## config.mk

```make
export PLATFORM = sky130hd
export DESIGN_NAME = mem_access_unit
export DESIGN_NICKNAME = d
export VERILOG_FILES = /design/src/rtl/mem_access_unit.sv
export SDC_FILE = /design/constraint.sdc
export NUM_CORES = 1
export LEC_CHECK = 0
export BUFFER_PORTS_ARGS = -buffer_cell sky130_fd_sc_hd__buf_4
export CELL_PAD_IN_SITES_DETAIL_PLACEMENT = 0
export CELL_PAD_IN_SITES_GLOBAL_PLACEMENT = 1
export CORE_UTILIZATION = 30
export CTS_BUF_LIST = sky130_fd_sc_hd__clkbuf_8
export DETAILED_ROUTE_END_ITERATION = 12
export PLACE_DENSITY = 0.65
export SYNTH_ARGS = -nofsm -noshare
export SYNTH_HDL_FRONTEND = slang
export SYNTH_SLANG_ARGS = --single-unit
```

## constraint.sdc

```tcl
create_clock -name clk -period 4.6 [get_ports clk]
set_input_delay 1.38 -clock clk [delete_from_list [all_inputs] [get_ports clk]]
set_output_delay 1.38 -clock clk [all_outputs]
set_load 0.01 [all_outputs]
```

## src/rtl/mem_access_unit.sv

```systemverilog
// MEM-stage load/store initiator for a word-wide data memory; sub-word stores are done as read-modify-write.
// Latency accept->resp_valid: load 2, word store 2, sub-word store 3, error 1; req_ready only in IDLE, no resp backpressure.
module mem_access_unit #(
    parameter logic [31:0] MEM_LO = 32'h0040_0000,
    parameter logic [31:0] MEM_HI = 32'h0040_FFFF
) (
    input  logic        clk,
    input  logic        rst_n,
    input  logic        req_valid,
    output logic        req_ready,
    input  logic        req_write,
    input  logic [1:0]  req_size,
    input  logic        req_signed,
    input  logic [31:0] req_addr,
    input  logic [31:0] req_wdata,
    output logic        resp_valid,
    output logic [31:0] resp_rdata,
    output logic        resp_error,
    output logic [31:0] data_addr,
    output logic [31:0] data_write_data,
    output logic        data_sig_mem_write,
    input  logic [31:0] data_read_data
);

    typedef enum logic [1:0] {S_IDLE, S_READ, S_WRITE, S_RESP} state_e;

    state_e      state_q, state_d;
    logic [31:0] addr_q, addr_d;
    logic [1:0]  size_q, size_d;
    logic        sgn_q, sgn_d;
    logic        write_q, write_d;
    logic [31:0] wdata_q, wdata_d;

    logic        req_ready_q, req_ready_d;
    logic        resp_valid_q, resp_valid_d;
    logic [31:0] resp_rdata_q, resp_rdata_d;
    logic        resp_error_q, resp_error_d;
    logic [31:0] data_addr_q, data_addr_d;
    logic [31:0] data_wdata_q, data_wdata_d;
    logic        data_we_q, data_we_d;

    logic        accept;
    logic        req_err;
    logic [1:0]  bytes_m1;
    logic [32:0] end_addr;
    logic [7:0]  lane_b;
    logic [15:0] lane_h;
    logic [31:0] load_ext;
    logic [31:0] merged;

    assign accept = (state_q == S_IDLE) && req_valid;

    // Request checks; end address is computed one bit wider so a wrap past 2^32 counts as out of bounds.
    always_comb begin
        case (req_size)
            2'd0:    bytes_m1 = 2'd0;
            2'd1:    bytes_m1 = 2'd1;
            default: bytes_m1 = 2'd3;
        endcase
        end_addr = {1'b0, req_addr} + {31'b0, bytes_m1};
        req_err  = (req_size == 2'd3)
                 || ((req_size == 2'd1) && req_addr[0])
                 || ((req_size == 2'd2) && (req_addr[1:0] != 2'b00))
                 || (req_addr < MEM_LO)
                 || (end_addr > {1'b0, MEM_HI});
    end

    always_comb begin
        lane_b = data_read_data[{addr_q[1:0], 3'b000} +: 8];
        lane_h = addr_q[1] ? data_read_data[31:16] : data_read_data[15:0];
        case (size_q)
            2'd0:    load_ext = sgn_q ? {{24{lane_b[7]}}, lane_b} : {24'b0, lane_b};
            2'd1:    load_ext = sgn_q ? {{16{lane_h[15]}}, lane_h} : {16'b0, lane_h};
            default: load_ext = data_read_data;
        endcase
    end

    always_comb begin
        merged = data_read_data;
        case (size_q)
            2'd0: merged[{addr_q[1:0], 3'b000} +: 8] = wdata_q[7:0];
            2'd1: begin
                if (addr_q[1]) merged[31:16] = wdata_q[15:0];
                else           merged[15:0]  = wdata_q[15:0];
            end
            default: merged = wdata_q;
        endcase
    end

    always_ff @(posedge clk or negedge rst_n) begin
        if (!rst_n) begin
            state_q      <= S_IDLE;
            addr_q       <= '0;
            size_q       <= '0;
            sgn_q        <= 1'b0;
            write_q      <= 1'b0;
            wdata_q      <= '0;
            req_ready_q  <= 1'b1;
            resp_valid_q <= 1'b0;
            resp_rdata_q <= '0;
            resp_error_q <= 1'b0;
            data_addr_q  <= '0;
            data_wdata_q <= '0;
            data_we_q    <= 1'b0;
        end else begin
            state_q      <= state_d;
            addr_q       <= addr_d;
            size_q       <= size_d;
            sgn_q        <= sgn_d;
            write_q      <= write_d;
            wdata_q      <= wdata_d;
            req_ready_q  <= req_ready_d;
            resp_valid_q <= resp_valid_d;
            resp_rdata_q <= resp_rdata_d;
            resp_error_q <= resp_error_d;
            data_addr_q  <= data_addr_d;
            data_wdata_q <= data_wdata_d;
            data_we_q    <= data_we_d;
        end
    end

    always_comb begin
        state_d = state_q;
        case (state_q)
            S_IDLE: begin
                if (req_valid) begin
                    if (req_err)                             state_d = S_RESP;
                    else if (req_write && req_size == 2'd2)  state_d = S_WRITE;
                    else                                     state_d = S_READ;
                end
            end
            S_READ:  state_d = write_q ? S_WRITE : S_RESP;
            S_WRITE: state_d = S_RESP;
            S_RESP:  state_d = S_IDLE;
            default: state_d = S_IDLE;
        endcase
    end

    // Every output is the registered image of the state being entered, so the strobe is a clean flop.
    always_comb begin
        addr_d       = addr_q;
        size_d       = size_q;
        sgn_d        = sgn_q;
        write_d      = write_q;
        wdata_d      = wdata_q;
        data_addr_d  = data_addr_q;
        data_wdata_d = data_wdata_q;
        req_ready_d  = (state_d == S_IDLE);
        resp_valid_d = (state_d == S_RESP);
        data_we_d    = (state_d == S_WRITE);
        resp_rdata_d = '0;
        resp_error_d = 1'b0;
        if (accept) begin
            addr_d  = req_addr;
            size_d  = req_size;
            sgn_d   = req_signed;
            write_d = req_write;
            wdata_d = req_wdata;
            if (req_err) begin
                resp_error_d = 1'b1;
            end else begin
                data_addr_d = {req_addr[31:2], 2'b00};
                if (req_write && req_size == 2'd2) data_wdata_d = req_wdata;
            end
        end else if (state_q == S_READ) begin
            if (write_q) data_wdata_d = merged;
            else         resp_rdata_d = load_ext;
        end
    end

    assign req_ready          = req_ready_q;
    assign resp_valid         = resp_valid_q;
    assign resp_rdata         = resp_rdata_q;
    assign resp_error         = resp_error_q;
    assign data_addr          = data_addr_q;
    assign data_write_data    = data_wdata_q;
    assign data_sig_mem_write = data_we_q;

endmodule

```

# --- Word-level counts from Yosys, hierarchy flattened ---
# Cells that the tools add are included.
op_classes:
  addsub: 2
  mul: 0
  div_mod_pow: 0
  order_cmp: 2
  eq_ne: 11
  n_shift: 3
  muxes: 24
  bitwise_logic: 1
  reduce_logical: 17
ops:
  columns: ["cell", "n"]
  rows:
  - ["$mux 32", 10]
  - ["$pmux 32 s2", 2]
  - ["$mux 16", 3]
  - ["$add 32x2->33", 1]
  - ["$gt 33x23->1 const B", 1]
  - ["$bwmux 32", 1]
  - ["$lt 32x23->1 const B", 1]
  - ["$shift 8x7->32 const A", 1]
  - ["$shiftx 32x6->8", 1]
  - ["$shiftx 8x7->32", 1]
  - ["$eq 2x2->1 const B", 6]
  - ["$logic_not 2->1", 4]
  - ["$pmux 2 s4", 1]
  - ["$neg 5->7", 1]
  - ["$eq 2x1->1 const B", 3]
  - ["$mux 2", 3]
  - ["$reduce_bool 2->1", 3]
  - ["$logic_and 1x1->1", 4]
  - ["$logic_or 1x1->1", 4]
  - ["$pmux 2 s2", 1]
  - ["$reduce_and 4->1", 1]
  - ["$mux 1", 3]
  - ["$ne 2x1->1 const B", 1]
  - ["$ne 2x2->1 const B", 1]
  - ["2 further kinds", 2]
word_totals:
  regBits: 138
  latchBits: 0
  ramBits: 0
  mem_bits_ro: 0
  out_inout_bits: 100
  elab_cells: 73
  memories: 0

# --- Longest topological paths before layout ---
logic_depth:
  word_depth: 10
  mapped_depth: 12
  depth_no_buf: 11

# --- Least setup slack after synthesis ---
# OpenSTA, ideal clock, no wires.
synth_path:
  path_type: "in2reg"
  from: "input port req_size[0]"
  to: "register data_wdata_q[29] (netlist: data_write_data[29])"
  setup_time_ns: 0.128
  arrival_ns: 4.048
  required_time_ns: 4.472
  setup_slack_ns: 0.425
  stages: 12
  path_cell_list: "or2_2 > ha_1 > fa_1 > nand3_1 > nor4_4 > or3_1 > a21oi_1 > a211oi_1 > nand4b_1 > o31ai_4 > buf_6 > mux2_1"
synth_between:
  elab_chain_len: 8
synth_rtl:
  columns: ["item", "line", "text"]
  rows:
  - ["from (decl)", "12", "input logic [1:0] req_size,"]
  - ["parallel branches: the longest is 7 deep, another holds $add 32x2->33", null, null]
  - ["$reduce_and 4->1 (no line) *", null, null]
  - ["to (signal assigned)", "117", "data_wdata_q <= data_wdata_d;"]
  - ["to (decl)", "39", "logic [31:0] data_wdata_q, data_wdata_d;"]
# Mark *: on every way between the ends.
# A chain may end at the register's enable or synchronous reset.

# --- Worst setup path in the final report ---
layout_path:
  from: "input port req_size[0]"
  to: "register data_wdata_q[26] (netlist: data_write_data[26])"
# The elaborated chain is that of the path after synthesis.

==> impl_metrics.toml <==
[status]
outcome = "complete, no violations"

[clock_network]
post-cts-setup-buffer-count = 0
post_cts_resized = 0
postCtsHoldBufs = 0
clkTransAtPathRegs_ps = 80
clockBufferDepth = 2
clock-sinks = 138
cts-root-buf = "clkbuf_8"
cts_made_buffers = 17
cts_tree = "done"
clkLatencyLatePin_ps = 450
h-tree-depth = 4

[setup_path]
worstSetupPathType = "in -> reg"
crit_start = "req_size[0]"
critical_path.slowest_cell = "fa_1"
crit_buf_inv = 2
worstReg2RegStart = "addr_q[0]$_DFFE_PN0P_"
endpoint_kind = "flop"
slowest_delay_ps = 410
crit_fanout = 32
worst_setup_path_start_kind = "primary input"
arrival_ps = 4380
cp_cell_sequence = "buf_4 -> or2_2 -> ha_1 -> fa_1 -> nand3_1 -> nor4_4 -> or3_1 -> a21oi_1 -> a211oi_1 -> nand4b_1 -> o31ai_4 -> buf_12 -> mux2_1"
required_ps = 4930
crit_family = "simple AND/OR/NAND/NOR gates"

[global_route]
grt_max_degree = 82
grt_pass1_vias = 6612
grt-ovfl-total = 0
antenna_found_initial = 0
track_usage_pct = 19.11
grt_pass1_wl_um = 37650

[synthesis]
seq_area_frac_synth_pct = 46.74
syn_area_mm2 = 0.007391
synth-main-ff-cell = "dfrtp_1"
async_reset_ff_share_pct = 100.0
ys_ff_latch = 138
synth-edff-count = 0
avgSynthCellArea_um2 = 9.636
synth_warnings = 0
synthCells = 767
synth_cell_types = 63

[timing]
post-route-min-period_ps = 4051
fmax_mhz = 246.9
grt_setup_unrepaired = "false"
setup_viol = 0
worstMarginPinSlew_ps = 899.6
layout_setup_ws_ps = 549.3
slew_violations = 0
period_share_pct = 88.06
whs_ps = 480.7
hold_violations = 0
relSlewSlack_pct = 40.03
fin_setup_tns_ps = 0
skew_ps = 17.19

[power]
power.switching_uw = 2239
swShare_pct = 41.11
intPower_uw = 3207
power_density_mw_per_mm2 = 565.5
pwr-share-clk_pct = 19.6
p_leak_uw = 0.004734
vdd_drop_max_mv = 0.1969
p_comb_share_pct = 44.7
seqPwrFrac_pct = 35.8

[finish]
drive_above_1_share_pct = 29.46
final_cell_mix = "buf_4, nand2_1, dfrtp_1"
final_common_cell = "buf_4"
area_delta_synth_final_pct = 30.29
diodes = 0
nFillCells = 2470
final_util_pct = 39.71
nNetsFinal = 1066

[placement]
place_ws_ps = 112.3
portBuffers = 200
dp_hpwl_um = 17420
routabilityCongestion = 0.8317

[drt]
drt-wirelength-per-cell_um = 18.71
detail-route-antenna-nets = 0
drt-initial-drc-count = 414
drt-total-wl_um = 24090
dr.pass1.iters = 6
avgViaCountPerCell = 5.115
drc = 0
vias = 6588

[worst_hold_path]
min_from = "wdata_q[27]$_DFFE_PN0P_"
hold_class = "reg -> reg"

[floorplanning]
std_cell_rows = 57
dieArea_mm2 = 0.02527
core_area_mm2 = 0.02425
initial_core_util_pct = 30.48
die_h_um = 159.0
dieWidth_um = 159.0
io-pin-count = 203

[flow_run]
drv_cap = 0
==> Yosys cell counts, types with 2 or more instances <==
library cell	instances	area, µm²
a2111oi_0	5	43.79
a211o_1	5	43.79
a211oi_1	18	135.1
a21oi_1	59	295.3
a221oi_1	23	201.4
a222oi_1	11	110.1
a22o_1	7	61.31
a2bb2oi_1	2	17.52
a31oi_1	5	31.28
a41o_1	3	30.03
and2_1	10	62.56
and3_1	4	25.02
buf_1	3	11.26
buf_4	3	22.52
buf_6	5	56.30
clkbuf_1	35	131.4
dfrtp_1	137	3428
ha_1	11	137.6
inv_1	40	150.1
mux2_1	22	247.7
mux2_2	28	315.3
mux2i_1	24	240.2
mux4_2	4	90.09
nand2_1	140	525.5
nand2b_1	3	18.77
nand3_1	9	45.04
nand4_1	10	62.56
nor2_1	41	153.9
nor2b_1	8	50.05
nor3_1	10	50.05
nor4_1	3	18.77
nor4b_1	4	35.03
o21ai_0	34	170.2
o22ai_1	8	50.05
o2bb2ai_1	2	17.52
or2_2	3	18.77
xnor2_1	2	17.52
==> routing by layer <==
metal  GRT usage, %  vias to the layer above  wire length, µm
met3          5.105                       31             1627
met5              0                        -                0
met1          24.74                     3199            10630
met2          31.10                      239            11300
li1               -                     3119                -
met4          5.988                        0              538
==> worst register-to-register path: cells and delay by family (launching register included) <==
kind                     cells  cell delay (ps)
AO/OA/AOI/OAI                4              860
AND/OR/NAND/NOR              1              330
flip-flops                   1              580
multiplexers                 1              150
buffers and inverters        3              770
adder cells (fa/ha/maj)      1              200
==> cell families (layout without fill, tap and decap cells) <==
family          after synthesis  count (layout)  synth area share [%]
simple gates                256             256                 15.85
mux                          79              79                 12.29
fa+ha+maj                    12              12                 2.133
xor+xnor                      2               2                0.2371
other cells                   1               2               0.05074
compound gates              191             191                 17.56
flops                       138             138                 46.74
buf+inv                      88             284                 5.146
==> power by group through the flow <==
stage | Combinational, µW | Clock, µW | Sequential (µW)
2_1_floorplan | 1520 | 0 | 1900
3_5_place_dp | 2440 | 0 | 1980
3_3_place_gp | 2420 | 0 | 1970
4_1_cts | 2450 | 1100 | 1950
5_1_grt | 2690 | 1160 | 2000
6_report | 2430 | 1070 | 1950
==> final timing paths <==
path,depth (start not counted),slack (ps),to
worst min register to register,2,480,wdata_q[27]$_DFFE_PN0P_
worst max-delay path,13,550,data_write_data[26]$_DFFE_PN0P_
min in group asynchronous,1,970,resp_rdata[20]$_DFF_PN0_
worst max register to register,10,1670,data_write_data[22]$_DFFE_PN0P_
max in group asynchronous,2,2760,req_ready$_DFF_PN1_
worst min-delay path,2,480,wdata_q[27]$_DFFE_PN0P_
==> state kept, by name, summed over array words and instances, names as in the netlist <==
register,count
data_addr,30
sgn_q,1
resp_rdata,32
write_q,1
size_q,2
req_ready,1
addr_q,2
resp_error,1
resp_valid,1
data_sig_mem_write,1
data_write_data,32
wdata_q,32
state_q,2
==> area by class of cell <==
type	instances	area (µm²)	area share (%)
inverter	41	153.9	1.598
clock buffer	19	261.5	2.716
multi-input combinational	542	3562	36.99
tap	324	405.4	4.210
sequential	138	3456	35.89
timing repair buffer	211	1638	17.01
clock inverter	13	152.6	1.585
==> through the flow <==
step,instances,power [µW],instance area (µm²)
after floorplan,768,3419,7395
after global placement,1256,4391,9215
after detailed placement,1256,4416,9215
after CTS,1288,5499,9629
after global routing,1288,5844,9629
final,1288,5445,9629
(Power assumes the default switching activity.)
